File: config.mk
export PLATFORM = sky130hd
export DESIGN_NAME = check_summary
export DESIGN_NICKNAME = d
export VERILOG_FILES = /design/src/rtl/check_summary_pkg.sv /design/src/rtl/check_summary_sat_counter.sv /design/src/rtl/check_summary.sv
export SDC_FILE = /design/constraint.sdc
export NUM_CORES = 1
export LEC_CHECK = 0
export BUFFER_PORTS_ARGS = -buffer_cell sky130_fd_sc_hd__buf_4
export CAP_MARGIN = 15
export CORE_MARGIN = 3
export CORE_UTILIZATION = 35
export DETAILED_ROUTE_END_ITERATION = 8
export GPL_TIMING_DRIVEN = 1
export RECOVER_POWER = 50
export SYNTH_ARGS = -nofsm -noshare
export SYNTH_HDL_FRONTEND = slang
export SYNTH_SLANG_ARGS = --single-unit
File: constraint.sdc
create_clock -name clk -period 1.9 [get_ports clk]
set_clock_uncertainty 0.1 [all_clocks]
set_input_delay 0.285 -clock clk [delete_from_list [all_inputs] [get_ports clk]]
set_output_delay 0.285 -clock clk [all_outputs]
set_load 0.05 [all_outputs]
File: src/rtl/check_summary_pkg.sv
// Shared encodings for the line-check statistics block: record tags, error bit
// positions, counter select codes and the control state enumeration.
package check_summary_pkg;

  localparam logic [1:0] FMT_NONE = 2'b00;
  localparam logic [1:0] FMT_REG  = 2'b01;
  localparam logic [1:0] FMT_MEM  = 2'b10;
  localparam logic [1:0] FMT_BAD  = 2'b11;

  // error_code is {grf, addr, pc, time}
  localparam int ERR_TIME = 0;
  localparam int ERR_PC   = 1;
  localparam int ERR_ADDR = 2;
  localparam int ERR_GRF  = 3;

  localparam int SEL_REG   = 0;
  localparam int SEL_MEM   = 1;
  localparam int SEL_ERR   = 2;
  localparam int SEL_TIME  = 3;
  localparam int SEL_PC    = 4;
  localparam int SEL_ADDR  = 5;
  localparam int SEL_GRF   = 6;
  localparam int SEL_TOTAL = 7;
  localparam int NUM_CNT   = 8;

  typedef enum logic [1:0] {
    ST_IDLE  = 2'd0,
    ST_RUN   = 2'd1,
    ST_ERR   = 2'd2,
    ST_ALARM = 2'd3
  } state_e;

  function automatic logic is_record(input logic [1:0] fmt);
    return (fmt == FMT_REG) || (fmt == FMT_MEM);
  endfunction

endpackage

File: src/rtl/check_summary_sat_counter.sv
// Saturating up-counter with synchronous clear; holds at all-ones instead of wrapping.
module sat_counter #(
  parameter int CNT_W = 16
) (
  input  logic             clk,
  input  logic             reset,
  input  logic             clr,
  input  logic             inc,
  output logic [CNT_W-1:0] q
);

  logic [CNT_W-1:0] q_q, q_d;

  always_comb begin
    q_d = q_q;
    if (clr) begin
      q_d = '0;
    end else if (inc && (q_q != {CNT_W{1'b1}})) begin
      q_d = q_q + CNT_W'(1);
    end
  end

  always_ff @(posedge clk) begin
    if (reset) begin
      q_q <= '0;
    end else begin
      q_q <= q_d;
    end
  end

  assign q = q_q;

endmodule

File: src/rtl/check_summary.sv
// Statistics collector for line-checker records: per-kind counters, first-error
// capture and a sticky alarm on a run of consecutive erroneous records.
module check_summary
  import check_summary_pkg::*;
#(
  parameter int CNT_W     = 16,
  parameter int STREAK_TH = 3
) (
  input  logic             clk,
  input  logic             reset,
  input  logic             clear,
  input  logic [1:0]       format_type,
  input  logic [3:0]       error_code,
  input  logic [2:0]       rd_sel,
  output logic [CNT_W-1:0] rd_data,
  output logic             first_err_valid,
  output logic [CNT_W-1:0] first_err_idx,
  output logic [3:0]       first_err_code,
  output logic             alarm
);

  localparam logic [3:0] STREAK_TH_L = 4'(STREAK_TH);

  logic             is_rec;
  logic             has_err;
  logic [NUM_CNT-1:0] inc_vec;
  logic [CNT_W-1:0] cnt [NUM_CNT];

  logic [CNT_W-1:0] rd_data_q;
  state_e           state_q;
  logic [3:0]       streak_q, streak_d;
  logic             first_err_valid_q;
  logic [CNT_W-1:0] first_err_idx_q;
  logic [3:0]       first_err_code_q;
  logic             alarm_q;

  assign is_rec  = is_record(format_type);
  assign has_err = is_rec && (error_code != 4'b0000);

  always_comb begin
    inc_vec            = '0;
    inc_vec[SEL_REG]   = is_rec && (format_type == FMT_REG);
    inc_vec[SEL_MEM]   = is_rec && (format_type == FMT_MEM);
    inc_vec[SEL_ERR]   = has_err;
    inc_vec[SEL_TIME]  = has_err && error_code[ERR_TIME];
    inc_vec[SEL_PC]    = has_err && error_code[ERR_PC];
    inc_vec[SEL_ADDR]  = has_err && error_code[ERR_ADDR];
    inc_vec[SEL_GRF]   = has_err && error_code[ERR_GRF];
    inc_vec[SEL_TOTAL] = is_rec;
  end

  // clear outranks inc inside each counter, so a coincident record is dropped
  genvar gi;
  generate
    for (gi = 0; gi < NUM_CNT; gi++) begin : g_cnt
      sat_counter #(.CNT_W(CNT_W)) u_cnt (
        .clk   (clk),
        .reset (reset),
        .clr   (clear),
        .inc   (inc_vec[gi]),
        .q     (cnt[gi])
      );
    end
  endgenerate

  always_ff @(posedge clk) begin
    if (reset) begin
      rd_data_q <= '0;
    end else begin
      rd_data_q <= cnt[rd_sel];
    end
  end

  always_comb begin
    streak_d = streak_q;
    if (has_err) begin
      streak_d = (streak_q == 4'hF) ? streak_q : streak_q + 4'd1;
    end else if (is_rec) begin
      streak_d = 4'd0;
    end
  end

  // The total counter still holds its pre-increment value here, which is the record index.
  always_ff @(posedge clk) begin
    if (reset || clear) begin
      state_q           <= ST_IDLE;
      streak_q          <= 4'd0;
      first_err_valid_q <= 1'b0;
      first_err_idx_q   <= '0;
      first_err_code_q  <= 4'd0;
      alarm_q           <= 1'b0;
    end else begin
      streak_q <= streak_d;
      if (is_rec) begin
        case (state_q)
          ST_IDLE, ST_RUN: begin
            if (has_err) begin
              first_err_valid_q <= 1'b1;
              first_err_idx_q   <= cnt[SEL_TOTAL];
              first_err_code_q  <= error_code;
              if (streak_d == STREAK_TH_L) begin
                state_q <= ST_ALARM;
                alarm_q <= 1'b1;
              end else begin
                state_q <= ST_ERR;
              end
            end else begin
              state_q <= ST_RUN;
            end
          end
          ST_ERR: begin
            if (has_err && (streak_d == STREAK_TH_L)) begin
              state_q <= ST_ALARM;
              alarm_q <= 1'b1;
            end
          end
          default: begin
            state_q <= ST_ALARM;
          end
        endcase
      end
    end
  end

  assign rd_data         = rd_data_q;
  assign first_err_valid = first_err_valid_q;
  assign first_err_idx   = first_err_idx_q;
  assign first_err_code  = first_err_code_q;
  assign alarm           = alarm_q;

endmodule

==> key figures, run 1 <==
GRT
  – Vias in the first global route: 8,478
  – First-pass GRT wire length: 45,100 um
  – Initial antenna violation count: 0
  – Remaining Overflow, GRT: 0
  – GRT Resource Usage Total: 19.7%
  – Largest net degree at the start of global routing: 29

Place
  – GPL Wtd Cong: 0.892
  – Port bufs: 49
  – HPWL Detailed: 20,900 um

Logic synthesis
  – Ranking of synthesized cells by area: dfxtp_1 (38%), mux4_2 (7.4%), a21oi_1 (5.7%), nand2_1 (5.3%), mux2i_1 (4.8%)
  – Post-synth cell types: 67
  – Yosys warns: 0
  – Compound-Gate Fraction of Synth Area: 16.2%
  – Synth Area per Inst: 8.85 sq um
  – XOR/XNOR Fraction of Synth Area: 0.0956%
  – Post-synthesis mux area share: 12.9%
  – Most numerous cell in the Yosys netlist: dfxtp_1
  – Predominant post-synthesis flop cell: dfxtp_1
  – Async set-or-reset flop fraction in the synthesized netlist: 0%
  – Syn nets: 1,058
  – Most frequent cells after synthesis: dfxtp_1 (172), nand2_1 (129), a21oi_1 (105), nor2_1 (46), mux2i_1 (44)
  – Post-synth EDFFs: 0
  – Seq/Total Area, Yosys: 37.6%
  – Synth top area share: 37.6%
  – Syn Inst Count: 1,035
  – Post-synthesis adder-cell area fraction: 1.50%
  – Synth Register Bits: 172
  – Synth Area in Simple Gates: 28.0%
  – Combinational family with the most area after synthesis: simple AND/OR/NAND/NOR gates
  – Syn Std Cell Area: 0.00916 sq mm
  – Area leader, netlist: dfxtp_1

Run
  – Max-cap violation count: 0

CTS
  – CTS root buf: clkbuf_16
  – CTS Buf Count: 17
  – Clk_lat worst skew: 0.44 ns
  – Reg clk slew, reported paths: 0.08 ns
  – H-tree levels: 4
  – CTS Buffer Depth: 2
  – TritonCTS clock tree: built
  – Sinks on Clock Net: 172

Detailed routing
  – First-pass detailed-route iteration total: 5
  – Total length of routed wires: 27,800 um
  – Drt first-iter violations: 666
  – Routed length per instance: 17.7 um
  – Via count of the routed design: 8,953
  – Post-route ant nets: 0
  – Vias per inst: 5.72
  – Residual DRC: 0

Finish
  – Share of cells above drive strength 1: 22.9%
  – Ant. Diodes: 0
  – Final Util: 45.7%
  – Fill count: 2,494
  – Final net count: 1,246
  – Area Overhead vs Synth: 27.0%

Critical path
  – Worst setup SP type: flip-flop
  – Setup crit end kind: flip-flop
  – Critical Path AT: 2.13 ns
  – Worst endpoint required time: 2.17 ns
  – CP max FO: 5
  – Worst Setup SP: g_cnt[5].u_cnt.q[1]
  – R2R depth: 6
  – Reg2Reg Launch Point: g_cnt[5].u_cnt.q[1]
  – Worst Path Class, Setup: reg -> reg

Floorplanning
  – Initial core utilization: 36.0%
  – Die ar.: 0.0282 sq mm
  – Chip Height: 168 um
  – Num rows: 58
  – I/O pin total: 50
  – Core footprint: 0.0255 sq mm
  – Die width: 168 um

Pwr
  – IR Drop Worst-Case VDD: 499 uV
  – PD cells: 670 mW/mm^2
  – P_leak: 3.91 nW

Worst hold path
  – Hold Path Cell Cnt: 3
  – Worst Hold Class: in -> reg
  – Hold wc startpoint: clear

Outcome
  – Status: finished, final reports clean

STA
  – Worst Tran Pin Value: 0.609 ns
  – Tmin final: 1.86 ns
  – Final-report setup violation count: 0
  – Max Slew Vio Count: 0
  – Worst relative slew slack: 59.6%
  – Fmax: 0.536 GHz
  – Tcrit/Tclk final: 98.1%
  – Final hold violations: 0
  – Worst Hold Margin: 0.101 ns
==> sequential cells by signal, summed over array words and instances, names as in the netlist <==
signal and cells:
state_q 2, streak_q 4, first_err_code 4, first_err_valid 1, rd_data 16, first_err_idx 16
g_cnt.u_cnt.q 128, alarm 1
==> stage by stage <==
step	setup TNS [ns]	cell area [sq um]	worst slack, ns	instances	power, W
3_3_place_gp	-6.69	11200	-0.259	1533	0.00431
4_1_cts	0	11800	0.0147	1565	0.00788
2_1_floorplan	0	9200	0.0334	1035	0.00405
6_report	0	11600	0.0360	1566	0.00780
3_5_place_dp	-8.09	11200	-0.276	1533	0.00432
5_1_grt	-0.00670	11600	-0.00414	1566	0.00803
==> what timing repair did <==
action	CTS	global route
hold buffers	0	0
endpoints found under the setup margin	6	34
gates resized for setup	2	28
buffers inserted	0	1
pin swaps	0	2
==> worst max-delay path, stage by stage, from the launching register on <==
cell and delay [ns]:
dfxtp_1 0.34, ha_2 0.18, and4_4 0.25, nand3_2 0.09, buf_6 0.15, or4_1 0.53, a21oi_2 0.15
==> layout make-up <==
| cell class | count | area [sq um] | area share (%) |
|---|---|---|---|
| Inverter | 22 | 82.6 | 0.710 |
| Sequential cell | 172 | 3450 | 29.7 |
| Clock buffer | 17 | 425 | 3.66 |
| Clock inverter | 15 | 171 | 1.47 |
| Timing Repair Buffer | 233 | 1600 | 13.7 |
| Multi-Input combinational cell | 777 | 5500 | 47.2 |
| Tap cell | 330 | 413 | 3.55 |
==> final timing paths <==
| kind | to | slack [ns] |
|---|---|---|
| setup / recovery | g_cnt[5].u_cnt.q[12] | 0.04 |
| hold / removal | g_cnt[1].u_cnt.q[14] | 0.10 |
| setup reg to reg | g_cnt[5].u_cnt.q[12] | 0.04 |
| hold reg to reg | first_err_idx[7] | 0.36 |
==> cell usage in the layout, fill, tap and decap left out, types with 6 or more instances in the layout <==
cell / synthesis / routed
mux4_2: 30 / 30
inv_6: 0 / 6
o21ai_0: 34 / 34
nand4_1: 31 / 31
nor4_1: 25 / 21
dfxtp_1: 172 / 166
o31ai_1: 42 / 42
nor2_1: 46 / 44
nand2_1: 129 / 129
dfxtp_2: 0 / 6
clkbuf_16: 0 / 17
nor3_1: 17 / 18
nand3_1: 43 / 40
and4_1: 14 / 12
clkbuf_1: 38 / 57
buf_4: 0 / 167
mux2i_1: 44 / 44
or4_1: 43 / 43
inv_1: 22 / 22
a21oi_1: 105 / 103
o41ai_1: 9 / 9
or3_1: 43 / 42
a211oi_1: 12 / 12
ha_1: 11 / 9
==> kinds of logic after synthesis <==
family	Yosys count
AND/OR/NAND/NOR	451
AO/OA/AOI/OAI	237
flip-flops	172
buffers and inverters	86
multiplexers	77
adder cells (fa/ha/maj)	11
XOR/XNOR	1
==> power breakdown <==
group / leakage, nW / internal, W / switching, W / total [W]
Combinational: 2.24 / 0.000231 / 0.000348 / 0.000579
Sequential: 1.39 / 0.00362 / 0.0000158 / 0.00364
Clock: 0.283 / 0.00188 / 0.00170 / 0.00358
==> per-layer routing <==
metal | vias up | global-route usage (%) | routed length, um
met2 | 235 | 29.9 | 12100
met1 | 4266 | 28.2 | 13300
li1 | 4405 | - | -
met3 | 47 | 3.05 | 1540
met5 | - | 0 | 0
met4 | 0 | 7.83 | 787
Note: power is estimated with default switching activity, not from simulation.
==> run 2: changes to the inputs <==
--- a/config.mk
+++ b/config.mk
@@ -7,10 +7,14 @@
 export LEC_CHECK = 0
 export BUFFER_PORTS_ARGS = -buffer_cell sky130_fd_sc_hd__buf_4
 export CAP_MARGIN = 15
+export CELL_PAD_IN_SITES_DETAIL_PLACEMENT = 0
+export CELL_PAD_IN_SITES_GLOBAL_PLACEMENT = 1
 export CORE_MARGIN = 3
 export CORE_UTILIZATION = 35
+export CTS_BUF_LIST = sky130_fd_sc_hd__clkbuf_16
 export DETAILED_ROUTE_END_ITERATION = 8
 export GPL_TIMING_DRIVEN = 1
+export PLACE_DENSITY_LB_ADDON = 0.1
 export RECOVER_POWER = 50
 export SYNTH_ARGS = -nofsm -noshare
 export SYNTH_HDL_FRONTEND = slang
==> run 2 against run 1 <==
Highest routed layer unchanged. Final cell count is 1.7% higher. Critical path depth is 1 higher. Sequential share of layout area is 0.32 points lower. Critical path type unchanged.
==> key figures, run 2 (same netlist as run 1, synthesis figures left out) <==
Pwr
  – Clock share of power: 45.0%
  – Int Pwr: 0.00568 W
  – P_leak: 4.00 nW
  – IR Drop Worst-Case VDD: 489 uV
  – PD cells: 654 mW/mm^2
  – Sequential power share: 47.3%
  – Gate power share: 7.7%
  – Switching share of power: 26.1%
  – Psw: 0.00201 W

Finish
  – Post-route cell area: 0.0118 sq mm
  – Max reg flops: 128
  – Final Util: 46.2%
  – Final net count: 1,272
  – Area Overhead vs Synth: 28.3%
  – Most frequent cells in the layout: buf_4 (193), dfxtp_1 (167), nand2_1 (129), a21oi_1 (105), clkbuf_1 (58)
  – Share of cells above drive strength 1: 23.8%
  – Most common cell after layout, fill and taps aside: buf_4
  – Final Instance Count excl. Fillers: 1,593

Floorplanning
  – Num rows: 58
  – Die width: 168 um
  – Core footprint: 0.0255 sq mm
  – Chip Height: 168 um
  – I/O pin total: 50
  – Die ar.: 0.0282 sq mm
  – Initial core utilization: 36.0%

GRT
  – Largest net degree at the start of global routing: 33
  – GRT Resource Usage Total: 21.2%
  – Vias in the first global route: 8,447
  – Remaining Overflow, GRT: 0
  – First-pass GRT wire length: 47,700 um
  – Initial antenna violation count: 1

Critical path
  – Setup crit end kind: flip-flop
  – Worst endpoint required time: 2.11 ns
  – Critical Path AT: 2.06 ns
  – CP max FO: 6
  – Worst Path Class, Setup: reg -> reg
  – Worst setup SP type: flip-flop
  – R2R depth: 7

Worst hold path
  – Hold Path Cell Cnt: 2
  – Worst Hold Class: in -> reg

Detailed routing
  – Residual DRC: 0
  – Total length of routed wires: 30,000 um
  – Post-route ant nets: 0
  – Vias per inst: 5.64
  – Routed length per instance: 18.8 um
  – Via count of the routed design: 8,982
  – First-pass detailed-route iteration total: 4
  – Drt first-iter violations: 622

CTS
  – Clk_lat worst skew: 0.45 ns
  – CTS Buf Count: 17
  – Sinks on Clock Net: 172
  – CTS Buffer Depth: 2
  – TritonCTS clock tree: built
  – Setup Buffers After CTS: 0
  – CTS root buf: clkbuf_16
  – Hold-fix buffers at CTS: 0
  – Reg clk slew, reported paths: 0.07 ns
  – H-tree levels: 4

Place
  – Place WS: -0.303 ns
  – HPWL Detailed: 22,600 um
  – GPL Wtd Cong: 0.914
  – Port bufs: 49
  – Placed cells: 1,560
  – Post-Place Cell Area: 0.0114 sq mm

STA
  – RSZ-0062 raised after global routing: true
  – Final-report setup violation count: 0
  – Worst Tran Pin Value: 0.619 ns
  – Total negative slack: 0 ns
  – Fmax: 0.541 GHz
  – Tcrit/Tclk final: 97.3%
  – Tmin final: 1.85 ns
  – Final hold violations: 0
  – Max Slew Vio Count: 0
  – Final worst slack: 0.0511 ns
  – Worst relative slew slack: 58.9%

Outcome
  – Status: finished, final reports clean

Run
  – Max-cap violation count: 0
[run 2: layout make-up]
type                            instances  area, sq um
Antenna cell                            1         2.50
Clock buffer                           17          425
Clock inverter                         15          138
Fill cell                            2562        13700
Inverter                               22         82.6
Multi-Input combinational cell        777         5460
Sequential cell                       172         3450
Tap cell                              330          413
Timing Repair Buffer                  259         1780
[run 2: path summary, 6_finish.rpt]
| kind | to | slack (ns) | startpoint |
|---|---|---|---|
| max | g_cnt[5].u_cnt.q[1] | 0.05 | g_cnt[5].u_cnt.q[0] |
| max reg2reg | g_cnt[5].u_cnt.q[1] | 0.05 | g_cnt[5].u_cnt.q[0] |
| min reg2reg | first_err_idx[12] | 0.35 | first_err_idx[12] |
| min | rd_data[2] | 0.10 | reset |
[run 2: metal layers]
layer / vias up / wire, um / track usage (%)
li1: 4437 / - / -
met1: 4329 / 15500 / 32.4
met2: 186 / 12700 / 31.2
met3: 30 / 1230 / 2.82
met4: 0 / 558 / 6.12
met5: - / 0 / 0
[run 2: what timing repair did]
item	in CTS	in global routing
pin swaps	0	3
resized for setup	3	16
endpoints found under the setup margin	8	21
[run 2: power groups by stage]
stage / logic [W] / registers [W] / clock network [W]
floorplan: 0.000298 / 0.00375 / 0
global placement: 0.000609 / 0.00372 / 0
global route: 0.000637 / 0.00364 / 0.00370
detailed placement: 0.000612 / 0.00372 / 0
CTS: 0.000613 / 0.00364 / 0.00357
finish: 0.000589 / 0.00364 / 0.00346
[run 2: per-stage QoR]
step,hold slack [ns],power (W)
finish,0.102,0.00768
global route,0.102,0.00798
CTS,0.0866,0.00782
detailed placement,0.348,0.00433
global placement,0.346,0.00433
floorplan,0.321,0.00405
[run 2: worst max-delay path, cell delays in order, from the launching register on]
cell,delay (ns)
dfxtp_1,0.35
ha_1,0.21
buf_4,0.13
nand4_1,0.12
nor3_1,0.32
buf_4,0.22
a21oi_1,0.13
mux2i_1,0.14
==> run 3: changes to the inputs <==
--- a/config.mk
+++ b/config.mk
@@ -11,7 +11,6 @@
 export CELL_PAD_IN_SITES_GLOBAL_PLACEMENT = 1
 export CORE_MARGIN = 3
 export CORE_UTILIZATION = 35
-export CTS_BUF_LIST = sky130_fd_sc_hd__clkbuf_16
 export DETAILED_ROUTE_END_ITERATION = 8
 export GPL_TIMING_DRIVEN = 1
 export PLACE_DENSITY_LB_ADDON = 0.1
==> run 3 against run 2 <==
Maximum frequency down 0.74%. First-iteration DRC count up 0.80%. Critical path depth unchanged. Wire length up 0.17%. Utilization about the same. Final cell count about the same. Cell area about the same. Sequential share of layout area about the same. Critical path type unchanged. Largest cell class unchanged.
==> key figures, run 3 (same netlist as run 1, synthesis figures left out) <==
STA
  – Max Slew Vio Count: 0
  – Worst Tran Pin Value: 0.619 ns
  – Final-report setup violation count: 0
  – Tmin final: 1.86 ns
  – Final hold violations: 0
  – Worst Hold Margin: 0.105 ns
  – Worst relative slew slack: 58.9%
  – Fmax: 0.537 GHz
  – RSZ-0062 raised after global routing: true
  – Tcrit/Tclk final: 98.0%

Detailed routing
  – Vias per inst: 5.66
  – Drt first-iter violations: 627
  – Post-route ant nets: 0
  – First-pass detailed-route iteration total: 5
  – Total length of routed wires: 30,000 um
  – Via count of the routed design: 9,028
  – Routed length per instance: 18.8 um
  – Residual DRC: 0

Critical path
  – R2R depth: 7
  – Most used cell, CP: buf_4
  – Worst Path Buf+Inv: 2
  – Setup crit end kind: flip-flop
  – Critical Path AT: 2.07 ns
  – Critical path depth in cells: 7
  – Worst Path Class, Setup: reg -> reg
  – CP max FO: 6
  – Worst endpoint required time: 2.11 ns
  – CP max stage cell: dfxtp_1
  – Reg2Reg Launch Point: g_cnt[5].u_cnt.q[0]
  – Worst Setup SP: g_cnt[5].u_cnt.q[0]
  – CP delay by family, top: simple AND/OR/NAND/NOR gates
  – Worst setup SP type: flip-flop
  – Critical path cell sequence: ha_1 -> buf_4 -> nand4_1 -> nor3_1 -> buf_4 -> a21oi_1 -> mux2i_1
  – Critical Path Max Stage Delay: 0.35 ns

CTS
  – Sinks on Clock Net: 172
  – CTS root buf: clkbuf_16
  – Clk_lat worst skew: 0.44 ns
  – Reg clk slew, reported paths: 0.07 ns
  – TritonCTS clock tree: built
  – H-tree levels: 4
  – CTS Buf Count: 17
  – CTS Buffer Depth: 2
  – Hold-fix buffers at CTS: 0

Place
  – Placed cells: 1,560
  – GPL Wtd Cong: 0.914
  – Port bufs: 49
  – Post-Place Cell Area: 0.0114 sq mm
  – HPWL Detailed: 22,600 um

GRT
  – Largest net degree at the start of global routing: 33
  – Initial antenna violation count: 1
  – GRT Resource Usage Total: 21.3%
  – Vias in the first global route: 8,453
  – First-pass GRT wire length: 47,800 um
  – Remaining Overflow, GRT: 0

Floorplanning
  – Chip Height: 168 um
  – Die ar.: 0.0282 sq mm
  – Die width: 168 um
  – I/O pin total: 50
  – Num rows: 58
  – Core footprint: 0.0255 sq mm
  – Initial core utilization: 36.0%

Finish
  – Share of cells above drive strength 1: 23.8%
  – Post-route cell area: 0.0118 sq mm
  – Most common cell after layout, fill and taps aside: buf_4
  – Most frequent cells in the layout: buf_4 (194), dfxtp_1 (167), nand2_1 (129), a21oi_1 (105), clkbuf_1 (58)
  – Final Instance Count excl. Fillers: 1,594
  – Area Overhead vs Synth: 28.5%
  – Max reg flops: 128
  – Final net count: 1,273

Run
  – Max-cap violation count: 0

Pwr
  – IR Drop Worst-Case VDD: 487 uV
  – PD cells: 658 mW/mm^2
  – Power Total: 0.00774 W
  – P_leak: 4.01 nW

Worst hold path
  – Hold wc startpoint: reset
  – Worst Hold Class: in -> reg
  – Hold Path Cell Cnt: 2

Outcome
  – Status: finished, final reports clean
==> run 3: cell count changes in the layout (fill, tap and decap cells not counted) <==
cell,change
buf_4,+1
clkbuf_8,+1
clkinv_1,-1
nor4_1,+1
nor4_2,-1
==> run 3: cell type report <==
class                   instances  area [sq um]
diodes                          1          2.50
clock buffers                  18           439
clock inverters                14           134
fillers                      2564         13700
inverters                      22          82.6
multi-input cells             777          5460
flip-flops and latches        172          3450
well taps                     330           413
repair buffers                260          1790
==> run 3: through the flow <==
step	setup WS, ns	setup TNS [ns]	utilization [%]
2_1_floorplan	0.0334	0	-
3_3_place_gp	-0.296	-8.17	44.7
3_5_place_dp	-0.303	-9.09	44.7
4_1_cts	0.0204	0	46.9
5_1_grt	-0.0286	-0.0709	46.2
6_report	0.0374	0	46.2
==> run 3: path summary, 6_finish.rpt <==
| check | to | slack, ns |
|---|---|---|
| max | g_cnt[5].u_cnt.q[1] | 0.04 |
| min reg2reg | first_err_idx[12] | 0.35 |
| max reg2reg | g_cnt[5].u_cnt.q[1] | 0.04 |
| min | rd_data[15] | 0.10 |
==> run 3: metal layers <==
| metal | up-vias | share of wire (%) | global-route usage [%] |
|---|---|---|---|
| met5 | - | 0 | 0 |
| met4 | 0 | 1.9 | 6.08 |
| met3 | 33 | 4.2 | 3.01 |
| met2 | 206 | 42 | 31.3 |
| met1 | 4348 | 52 | 32.4 |
| li1 | 4441 | - | - |
==> run 3: what timing repair did <==
item                                    CTS  global route
resized for setup                         3            16
hold endpoints to repair                  0             0
setup buffers                             0             1
pin swaps                                 0             3
endpoints found under the setup margin    8            22
==> run 3: where the power goes <==
part	switching, W	internal, W
Sequential	0.0000139	0.00362
Combinational	0.000355	0.000234
Clock	0.00165	0.00186
Total	0.00202	0.00572
